===== src/rtl/ev_motor_ramp_ctrl.sv =====
// rtl/ev_motor_ramp_ctrl.sv - EV motor speed ramp controller with pedal conflict fault and PWM drive
module ev_motor_ramp_ctrl #(
    parameter int W            = 8,
    parameter int RAMP_DIV     = 4,
    parameter int ACCEL_STEP   = 1,
    parameter int DECEL_STEP   = 4,
    parameter int CONFLICT_CYC = 16
) (
    input  logic         clk,
    input  logic         rst,
    input  logic         ena,
    input  logic         power_on,
    input  logic [W-1:0] accel,
    input  logic [W-1:0] brake,
    input  logic         fault_clr,
    output logic [2:0]   state,
    output logic [W-1:0] speed,
    output logic         pwm,
    output logic         at_target,
    output logic         fault
);

    localparam int PW = (RAMP_DIV > 1) ? $clog2(RAMP_DIV) : 1;
    localparam int CW = $clog2(CONFLICT_CYC + 1);
    localparam logic [PW-1:0] PRE_LAST  = PW'(RAMP_DIV - 1);
    localparam logic [CW-1:0] CONF_LAST = CW'(CONFLICT_CYC - 1);
    localparam logic [CW-1:0] CONF_MAX  = CW'(CONFLICT_CYC);
    localparam logic [W-1:0]  ASTEP     = W'(ACCEL_STEP);
    localparam logic [W-1:0]  DSTEP     = W'(DECEL_STEP);

    typedef enum logic [2:0] {
        S_OFF   = 3'd0,
        S_IDLE  = 3'd1,
        S_DRIVE = 3'd2,
        S_BRAKE = 3'd3,
        S_FAULT = 3'd4
    } state_t;

    state_t        st;
    logic [W-1:0]  spd;
    logic [W-1:0]  pwm_cnt;
    logic          pwm_q;
    logic [PW-1:0] prescaler;
    logic [CW-1:0] conf_cnt;

    logic [W-1:0]  target;
    logic          conflict;
    logic          pedals_idle;
    logic          active;
    logic          tick;
    logic          go_fault;
    logic          go_off;

    assign target      = (accel > brake) ? accel - brake : '0;
    assign conflict    = (accel != '0) && (brake != '0);
    assign pedals_idle = (accel == '0) && (brake == '0);
    assign active      = (st == S_IDLE) || (st == S_DRIVE) || (st == S_BRAKE);
    assign tick        = active && (prescaler == PRE_LAST);
    // Fault outranks power-off, so both are resolved before the per-state transitions.
    assign go_fault    = (st != S_FAULT) && conflict && (conf_cnt >= CONF_LAST);
    assign go_off      = active && !power_on;

    assign state     = st;
    assign speed     = spd;
    assign pwm       = pwm_q;
    assign at_target = (st == S_DRIVE) && (spd == target);
    assign fault     = (st == S_FAULT);

    always_ff @(posedge clk) begin
        if (rst) begin
            st        <= S_OFF;
            spd       <= '0;
            pwm_cnt   <= '0;
            pwm_q     <= 1'b0;
            prescaler <= '0;
            conf_cnt  <= '0;
        end else if (ena) begin
            if (!conflict) begin
                conf_cnt <= '0;
            end else if (conf_cnt != CONF_MAX) begin
                conf_cnt <= conf_cnt + 1'b1;
            end

            if (go_fault || go_off) begin
                st        <= go_fault ? S_FAULT : S_OFF;
                spd       <= '0;
                pwm_cnt   <= '0;
                pwm_q     <= 1'b0;
                prescaler <= '0;
            end else begin
                case (st)
                    S_OFF:   if (power_on) st <= S_IDLE;
                    S_IDLE:  if (target != '0) st <= S_DRIVE;
                    S_DRIVE: begin
                        if ((brake != '0) && (brake >= accel)) st <= S_BRAKE;
                        else if (pedals_idle && (spd == '0))    st <= S_IDLE;
                    end
                    S_BRAKE: begin
                        if (accel > brake)    st <= S_DRIVE;
                        else if (spd == '0)   st <= S_IDLE;
                    end
                    S_FAULT: if (fault_clr && pedals_idle) st <= power_on ? S_IDLE : S_OFF;
                    default: st <= S_OFF;
                endcase

                if (active) begin
                    prescaler <= tick ? '0 : prescaler + 1'b1;
                    pwm_cnt   <= pwm_cnt + 1'b1;
                    pwm_q     <= (pwm_cnt < spd);
                end else begin
                    prescaler <= '0;
                    pwm_cnt   <= '0;
                    pwm_q     <= 1'b0;
                end

                // Steps are clamped to the remaining distance so the ramp lands exactly on target.
                if (st == S_DRIVE) begin
                    if (tick) begin
                        if (spd < target)
                            spd <= ((target - spd) > ASTEP) ? spd + ASTEP : target;
                        else if (spd > target)
                            spd <= ((spd - target) > DSTEP) ? spd - DSTEP : target;
                    end
                end else if (st == S_BRAKE) begin
                    if (tick) spd <= (spd > DSTEP) ? spd - DSTEP : '0;
                end else begin
                    spd <= '0;
                end
            end
        end
    end

endmodule


===== config.mk =====
export PLATFORM = sky130hd
export DESIGN_NAME = ev_motor_ramp_ctrl
export DESIGN_NICKNAME = d
export VERILOG_FILES = /design/src/rtl/ev_motor_ramp_ctrl.sv
export SDC_FILE = /design/constraint.sdc
export NUM_CORES = 1
export LEC_CHECK = 0
export CORE_ASPECT_RATIO = 0.8
export CORE_MARGIN = 4
export CORE_UTILIZATION = 30
export DETAILED_ROUTE_END_ITERATION = 8
export GPL_TIMING_DRIVEN = 0
export PLACE_DENSITY_LB_ADDON = 0.12
export REMOVE_ABC_BUFFERS = 1
export SLEW_MARGIN = 5
export SYNTH_ARGS = -nofsm -noshare
export SYNTH_HDL_FRONTEND = slang
export SYNTH_SLANG_ARGS = --single-unit

===== constraint.sdc =====
create_clock -name clk -period 5.1 [get_ports clk]
set_input_delay 0.51 -clock clk [delete_from_list [all_inputs] [get_ports clk]]
set_output_delay 0.51 -clock clk [all_outputs]
set_load 0.05 [all_outputs]

Word-level counts from Yosys, hierarchy flattened
Index checks and enable logic that the tools add are counted.
{"block": "word_totals", "regBits": 27, "latchBits": 0, "ramBits": 0, "rom_bits": 0, "inputBits": 21, "out_inout_bits": 14, "elab_cells": 95, "memories": 0}
{"block": "classes", "add_sub_neg": 8, "mul": 0, "n_div": 0, "order_cmp": 9, "n_eq_ne": 17, "n_shift": 0, "n_mux": 31, "n_bitwise": 0, "reduce_logical": 24}
{"op": "2-to-1 mux 8 bit", "count": 13}
{"op": "2-to-1 mux 3 bit", "count": 9}
{"op": "zero test 8 bit", "count": 3}
{"op": "nonzero test 8 bit", "count": 3}
{"op": "subtractor 8 bit", "count": 3}
{"op": "adder 8 x 1 -> 8 bit, second input constant", "count": 2}
{"op": "> comparator 8 x 3 -> 1 bit, second input constant", "count": 2}
{"op": "> comparator 8 bit", "count": 2}
{"op": "< comparator 8 bit", "count": 2}
{"op": "case mux 3 bit (5 select lines)", "count": 1}
{"op": "logical AND 1 bit", "count": 10}
{"op": "2-to-1 mux 5 bit", "count": 2}
{"op": "equality test 8 bit", "count": 1}
{"op": ">= comparator 8 bit", "count": 1}
{"op": "> comparator 8 x 1 -> 1 bit, second input constant", "count": 1}
{"op": "inequality test 4 x 1 -> 1 bit, second input constant", "count": 2}
{"op": "subtractor 8 x 3 -> 8 bit, second input constant", "count": 1}
{"op": "equality test 3 x 2 -> 1 bit, second input constant", "count": 2}
{"op": "2-to-1 mux 2 bit", "count": 3}
{"op": "inequality test 3 x 1 -> 1 bit, second input constant", "count": 2}
{"op": "inequality test 3 x 2 -> 1 bit, second input constant", "count": 2}
{"op": "inequality test 3 bit, second input constant", "count": 2}
{"op": "AND reduction 6 bit", "count": 1}
{"op": "adder 5 x 1 -> 5 bit, second input constant", "count": 1}
{"op": "14 further kinds", "count": 18}

Longest topological paths before layout
{"block": "depth", "depth_word": 10, "depth_mapped": 20}

Worst setup path before layout
No wires, ideal clock.
{"block": "synth_path", "path_type": "input to register", "start": "input accel[0]", "end": "register spd[6], in the netlist speed[6]", "arrival_ps": 5193, "slack_ps": -219, "cell_stages": 19, "n_path_buf": 2, "cell_sequence": "inv_1 -> ha_1 -> inv_1 -> fa_1 -> nand3_1 -> a21oi_1 -> o31ai_2 -> a21o_1 -> inv_2 -> ha_1 -> buf_2 -> nand4_1 -> nor4_1 -> nor2_1 -> o41a_1 -> and2_0 -> clkbuf_1 -> a22oi_1 -> o31ai_1"}
{"block": "synth_between", "elab_chain_len": 10}
{"item": "start: declaration", "line_no": "13", "rtl": "input logic [W-1:0] accel,"}
{"item": "subtractor 8 bit or > comparator 8 bit (tied branches)", "line_no": "54", "rtl": "assign target = (accel > brake) ? accel - brake : '0;"}
{"item": "2-to-1 mux 8 bit", "line_no": "54"}
{"item": "subtractor 8 bit", "line_no": "122", "rtl": "spd <= ((spd - target) > DSTEP) ? spd - DSTEP : target;"}
{"item": "> comparator 8 x 3 -> 1 bit", "line_no": "122"}
{"item": "2-to-1 mux 8 bit", "line_no": "122"}
{"item": "2-to-1 mux 8 bit", "line_no": "121", "rtl": "else if (spd > target)"}
{"item": "2-to-1 mux 8 bit", "line_no": "119", "rtl": "if (spd < target)"}
{"item": "2-to-1 mux 8 bit", "line_no": "118", "rtl": "if (tick) begin"}
{"item": "2-to-1 mux 8 bit", "line_no": "117", "rtl": "if (st == S_DRIVE) begin"}
{"item": "2-to-1 mux 8 bit", "line_no": "84", "rtl": "if (go_fault || go_off) begin"}
{"item": "end signal: assignment", "line_no": "120", "rtl": "spd <= ((target - spd) > ASTEP) ? spd + ASTEP : target;"}
{"item": "end signal: assignment", "line_no": "122"}
{"item": "end signal: assignment", "line_no": "125", "rtl": "if (tick) spd <= (spd > DSTEP) ? spd - DSTEP : '0;"}
{"item": "end: declaration", "line_no": "40", "rtl": "logic [W-1:0] spd;"}
Parallel ways exist; a longest one is shown, timed or not. The select of a mux whose other input is x is not followed.
A chain may end at the register's enable or synchronous reset.

Worst setup path in the final report
{"block": "layout_path", "start": "input brake[3]", "end": "output at_target"}
{"block": "layout_between", "elab_chain_len": 4}
{"item": "start: declaration", "line_no": "14", "rtl": "input logic [W-1:0] brake,"}
{"item": "subtractor 8 bit or > comparator 8 bit (tied branches)", "line_no": "54"}
{"item": "2-to-1 mux 8 bit *", "line_no": "54"}
{"item": "equality test 8 bit *", "line_no": "66", "rtl": "assign at_target = (st == S_DRIVE) && (spd == target);"}
{"item": "logical AND 1 bit *", "line_no": "66"}
{"item": "end: declaration", "line_no": "19", "rtl": "output logic at_target,"}
Mark *: on every way between the ends. The rest lies on a longest branch, timed or not.

==> summary.md <==
| Metric | Value |
|---|---|
| Result of the run | finished clean |
| Endpoint of the worst hold-timing path | pwm$_SDFFE_PP0P_ |
| Area Growth Syn to Fin | 17.90% |
| Min Clock Period, post-route | around 4.7 ns |
| Quantity of hold-fixing buffers added after cts | 0 |
| Number of placement rows | 33 |
| Final critical-path share of the clock period | between 90 and 100% |
| Core Util, Final | a little under two fifths |
| Critical Path Max Stage Delay | roughly 0.59 ns |
| Number of sinks driven by the clock tree | 27 |
| First-pass GRT wire length | about 16,000 um |
| RSZ-0062 raised after global routing | no |
| Ordered list of cells on the worst path | clkdlybuf4s50_1, inv_1, ha_1, and2_0, o21ai_0, nand3_1, nand3_1, nor3b_2, inv_1, ha_1, nand4_1, nor4_1, dlygate4sd2_1 |
| Root buf cell | sky130_fd_sc_hd__clkbuf_16 |
| Signal arrival time at the worst endpoint | about 4.2 ns |
| Slowest stage cell, crit path | sky130_fd_sc_hd__dlygate4sd2_1 |
| Hold/Removal Path Class | flop to flop |
| Crit start category | input port |
| Achievable clock frequency | around 0.21 GHz |
| Global router's overall resource usage | approximately 15% |
| Number of nets in the layout | around 530 |
| WS Path Type | input port to output pin |
| Post-route DRC violation count | 0 |
| Antenna-violating nets left | 0 |
| Critical register-to-register path startpoint | speed[4]$_SDFFE_PP0P_ |
| Start point of the worst min-delay path | pwm$_SDFFE_PP0P_ |
| TritonCTS Buffers | 3 |
| Flip-flop and latch count after synthesis | 27 |
| CP Capture Type | output pin |
| CTS tree | done |
| Rel. slew slack | between 30 and 40% |
| Most common cell after layout, fill and taps aside | sky130_fd_sc_hd__nor2_1 |
| Die Y-Extent | roughly 100 um |
| Number of cells in the design after placement | ~600 |
| Layout cells sized above 1 | approximately 7.7% |
| Dominant cells by area after synthesis | sky130_fd_sc_hd__dfxtp_1 17%, sky130_fd_sc_hd__ha_1 16%, sky130_fd_sc_hd__nor2_1 5.3% |
| Input/output buffers | 34 |
| Number of global-route vias before repair | 3,017 |
| Maximum VDD drop | approximately 0.00011 V |
| Slack of the worst reg-to-reg path | 1.70 ns |
| Cell taking the most area after synthesis | sky130_fd_sc_hd__dfxtp_1 |
| Antenna Diode Count | 0 |
| Commonest cells after routing, fill and taps aside | 45 x sky130_fd_sc_hd__nor2_1, 41 x sky130_fd_sc_hd__ha_1, 40 x sky130_fd_sc_hd__inv_1, 33 x sky130_fd_sc_hd__clkdlybuf4s50_1, 30 x sky130_fd_sc_hd__a21oi_1 |
| Deepest level of the CTS H-tree | 1 |
| Mean cell area of the mapped netlist | about 7.5 um2 |
| Predominant post-synthesis flop cell | sky130_fd_sc_hd__dfxtp_1 |
| Leakage Power | about 1.6 nW |
| Hold Vio Cnt, Final | 0 |
| Highest net fanout along the worst path | 7 |
| Horiz. Die Dim | 124.7 um |
| Worst-skew pair later-pin latency | approximately 0.27 ns |
| Cell area after synthesis | around 3300 um2 |
| Hold Path Depth | 2 |
| Post-synth EDFFs | 0 |
| Via density per instance | around 5.3 |
| Number of top-level pins | 35 |
| Gate count after technology mapping | roughly 440 |
| Worst Reg2Reg Path Length in Cells | 10 |
| Hold Worst Slack | roughly 0.48 ns |
| Count of vias placed by the detailed router | 3,237 |
| Maximum Capacitance Violations | 0 |
| Initial Utilization | 31.31% |
| Clock-pin slew of the registers on the worst-case setup and hold paths | approximately 0.070 ns |
| Total power divided by cell area | between 150 and 200 nW/um2 |
| Slew at the pin with the worst max-slew slack | roughly 1.0 ns |
| Core box area | between 10,000 and 15,000 um2 |
| Average wire length per cell after detail routing | 15.61 um |
| Floorplan die area | between 10,000 and 15,000 um2 |
| Setup skew after layout | between 0.005 and 0.006 ns |
| Total negative setup slack | 0 ns |
| Grt total ovfl | 0 |
| Share of flip-flops with an asynchronous set or reset | 0% |
| Data required time of the worst path | roughly 4.6 ns |
| Reg-to-reg critical path endpoint | speed[2]$_SDFFE_PP0P_ |
| Count of yosys warnings during synthesis | 0 |
| Detailed-routing iteration count for the pre-antenna-repair pass | 5 |
| Number of different library cells in the post-synthesis netlist | between 70 and 80 |
| Total half-perimeter wirelength after legalization and detailed placement | 7539 um |
| # setup viols final | 0 |
| Number of DRC markers after the initial detailed-route iteration | 160 |
| Initial antenna violation count | 0 |
| Final instance count without filler cells | 607 |
| Largest net degree at the start of global routing | 18 |
| Buffer depth of the longest clock path | 2 |
| Share of Yosys cell area claimed by the top area cell type | 16.53% |
| Register area share after synthesis | 16.53% |
| Routed wire length | between 9000 and 10,000 um |
| Final slew viol count | 0 |
| Routability congestion estimate from global placement | between 0.8 and 0.9 |
-- worst max-delay path: cells and delay by family --
family,cells,cell delay (ns)
AOI/OAI and AO/OA,1,0.30
adders and majority gates,2,0.77
buffers and inverters,4,1.21
and+or+nand+nor,6,1.42
-- layer usage --
layer,share of wire (%),GRT usage (%),vias to the layer above
met4,0.38,1.432,0
met2,43,22.67,91
met5,0,0,-
li1,-,-,1650
met3,5.8,2.899,4
met1,51,22.82,1492
-- synth_stat cells, types with 3 or more instances --
master	n
sky130_fd_sc_hd__nand3_1	9
sky130_fd_sc_hd__mux2i_1	4
sky130_fd_sc_hd__or4_4	3
sky130_fd_sc_hd__nor4_1	5
sky130_fd_sc_hd__clkbuf_1	6
sky130_fd_sc_hd__o31ai_1	3
sky130_fd_sc_hd__nor3_1	16
sky130_fd_sc_hd__ha_1	42
sky130_fd_sc_hd__a21o_1	3
sky130_fd_sc_hd__nand2b_1	8
sky130_fd_sc_hd__inv_1	40
sky130_fd_sc_hd__o211ai_1	3
sky130_fd_sc_hd__dfxtp_1	27
sky130_fd_sc_hd__or3_1	6
sky130_fd_sc_hd__and3_1	7
sky130_fd_sc_hd__nand4_1	10
sky130_fd_sc_hd__nor2_1	46
sky130_fd_sc_hd__nand3b_1	3
sky130_fd_sc_hd__a211oi_1	4
sky130_fd_sc_hd__o221ai_1	5
sky130_fd_sc_hd__o21a_1	4
sky130_fd_sc_hd__o21ai_1	5
sky130_fd_sc_hd__nand2_1	28
sky130_fd_sc_hd__xor2_1	8
sky130_fd_sc_hd__buf_2	4
sky130_fd_sc_hd__a21oi_1	31
sky130_fd_sc_hd__o21ai_0	20
sky130_fd_sc_hd__and2_1	5
sky130_fd_sc_hd__nor2b_1	5
sky130_fd_sc_hd__xnor2_1	12
sky130_fd_sc_hd__o22ai_1	6
-- what timing repair did --
item                                    4_1_cts  5_1_grt
resized for setup                             2        6
pin swaps                                     0        2
endpoints found under the setup margin        1        9
setup buffers                                 0        2
-- cell families after synthesis --
family                     after synthesis  share of synthesized area, %
and+or+nand+nor                        169                         27.43
AOI/OAI and AO/OA                      118                         24.90
buffers and inverters                   55                         6.618
adders and majority gates               45                         17.60
DFF                                     27                         16.53
xor gates and xnor gates                20                         5.356
muxes                                    5                         1.569
-- sequential cells by signal, summed over array words and instances, names as in the netlist --
signal,flops
prescaler,2
pwm_cnt,8
speed,8
state,3
conf_cnt,5
pwm,1
-- report_power, final --
| part | internal, mW | switching [mW] | total (mW) |
|---|---|---|---|
| combinational | 0.134 | 0.198 | 0.332 |
| sequential | 0.215 | 0.00791 | 0.223 |
| clock | 0.107 | 0.0801 | 0.188 |
| total | 0.456 | 0.286 | 0.742 |
-- metrics by stage --
| step | setup WS (ns) | total power [mW] | cell area [um2] |
|---|---|---|---|
| floorplan | -0.1580 | 0.4570 | 3216 |
| global placement | -0.2198 | 0.5484 | 3731 |
| detailed placement | -0.2188 | 0.5471 | 3731 |
| CTS | 0.06392 | 0.7396 | 3814 |
| global route | 0.03292 | 0.7987 | 3856 |
| finish | 0.3738 | 0.7422 | 3856 |
-- layout make-up --
type | count | area [um2]
Clock buffer | 4 | 78.83
Fill cell | 1100 | 6590
Inverter | 43 | 161.4
Multi-Input combinational cell | 357 | 2546
Sequential cell | 27 | 540.5
Tap cell | 140 | 175.2
Timing Repair Buffer | 36 | 354.1
-- worst max-delay path by stage --
stage          startpoint                     to  cells after the start
5_1_grt          brake[0]  speed[2]$_SDFFE_PP0P_                     18
4_1_cts          brake[5]  speed[2]$_SDFFE_PP0P_                     18
6_report         brake[3]              at_target                     13
2_1_floorplan    accel[0]  speed[6]$_SDFFE_PP0P_                     17
3_5_place_dp     brake[5]              at_target                     12
3_3_place_gp     brake[5]              at_target                     12
Power figures use the tool's default switching activity.
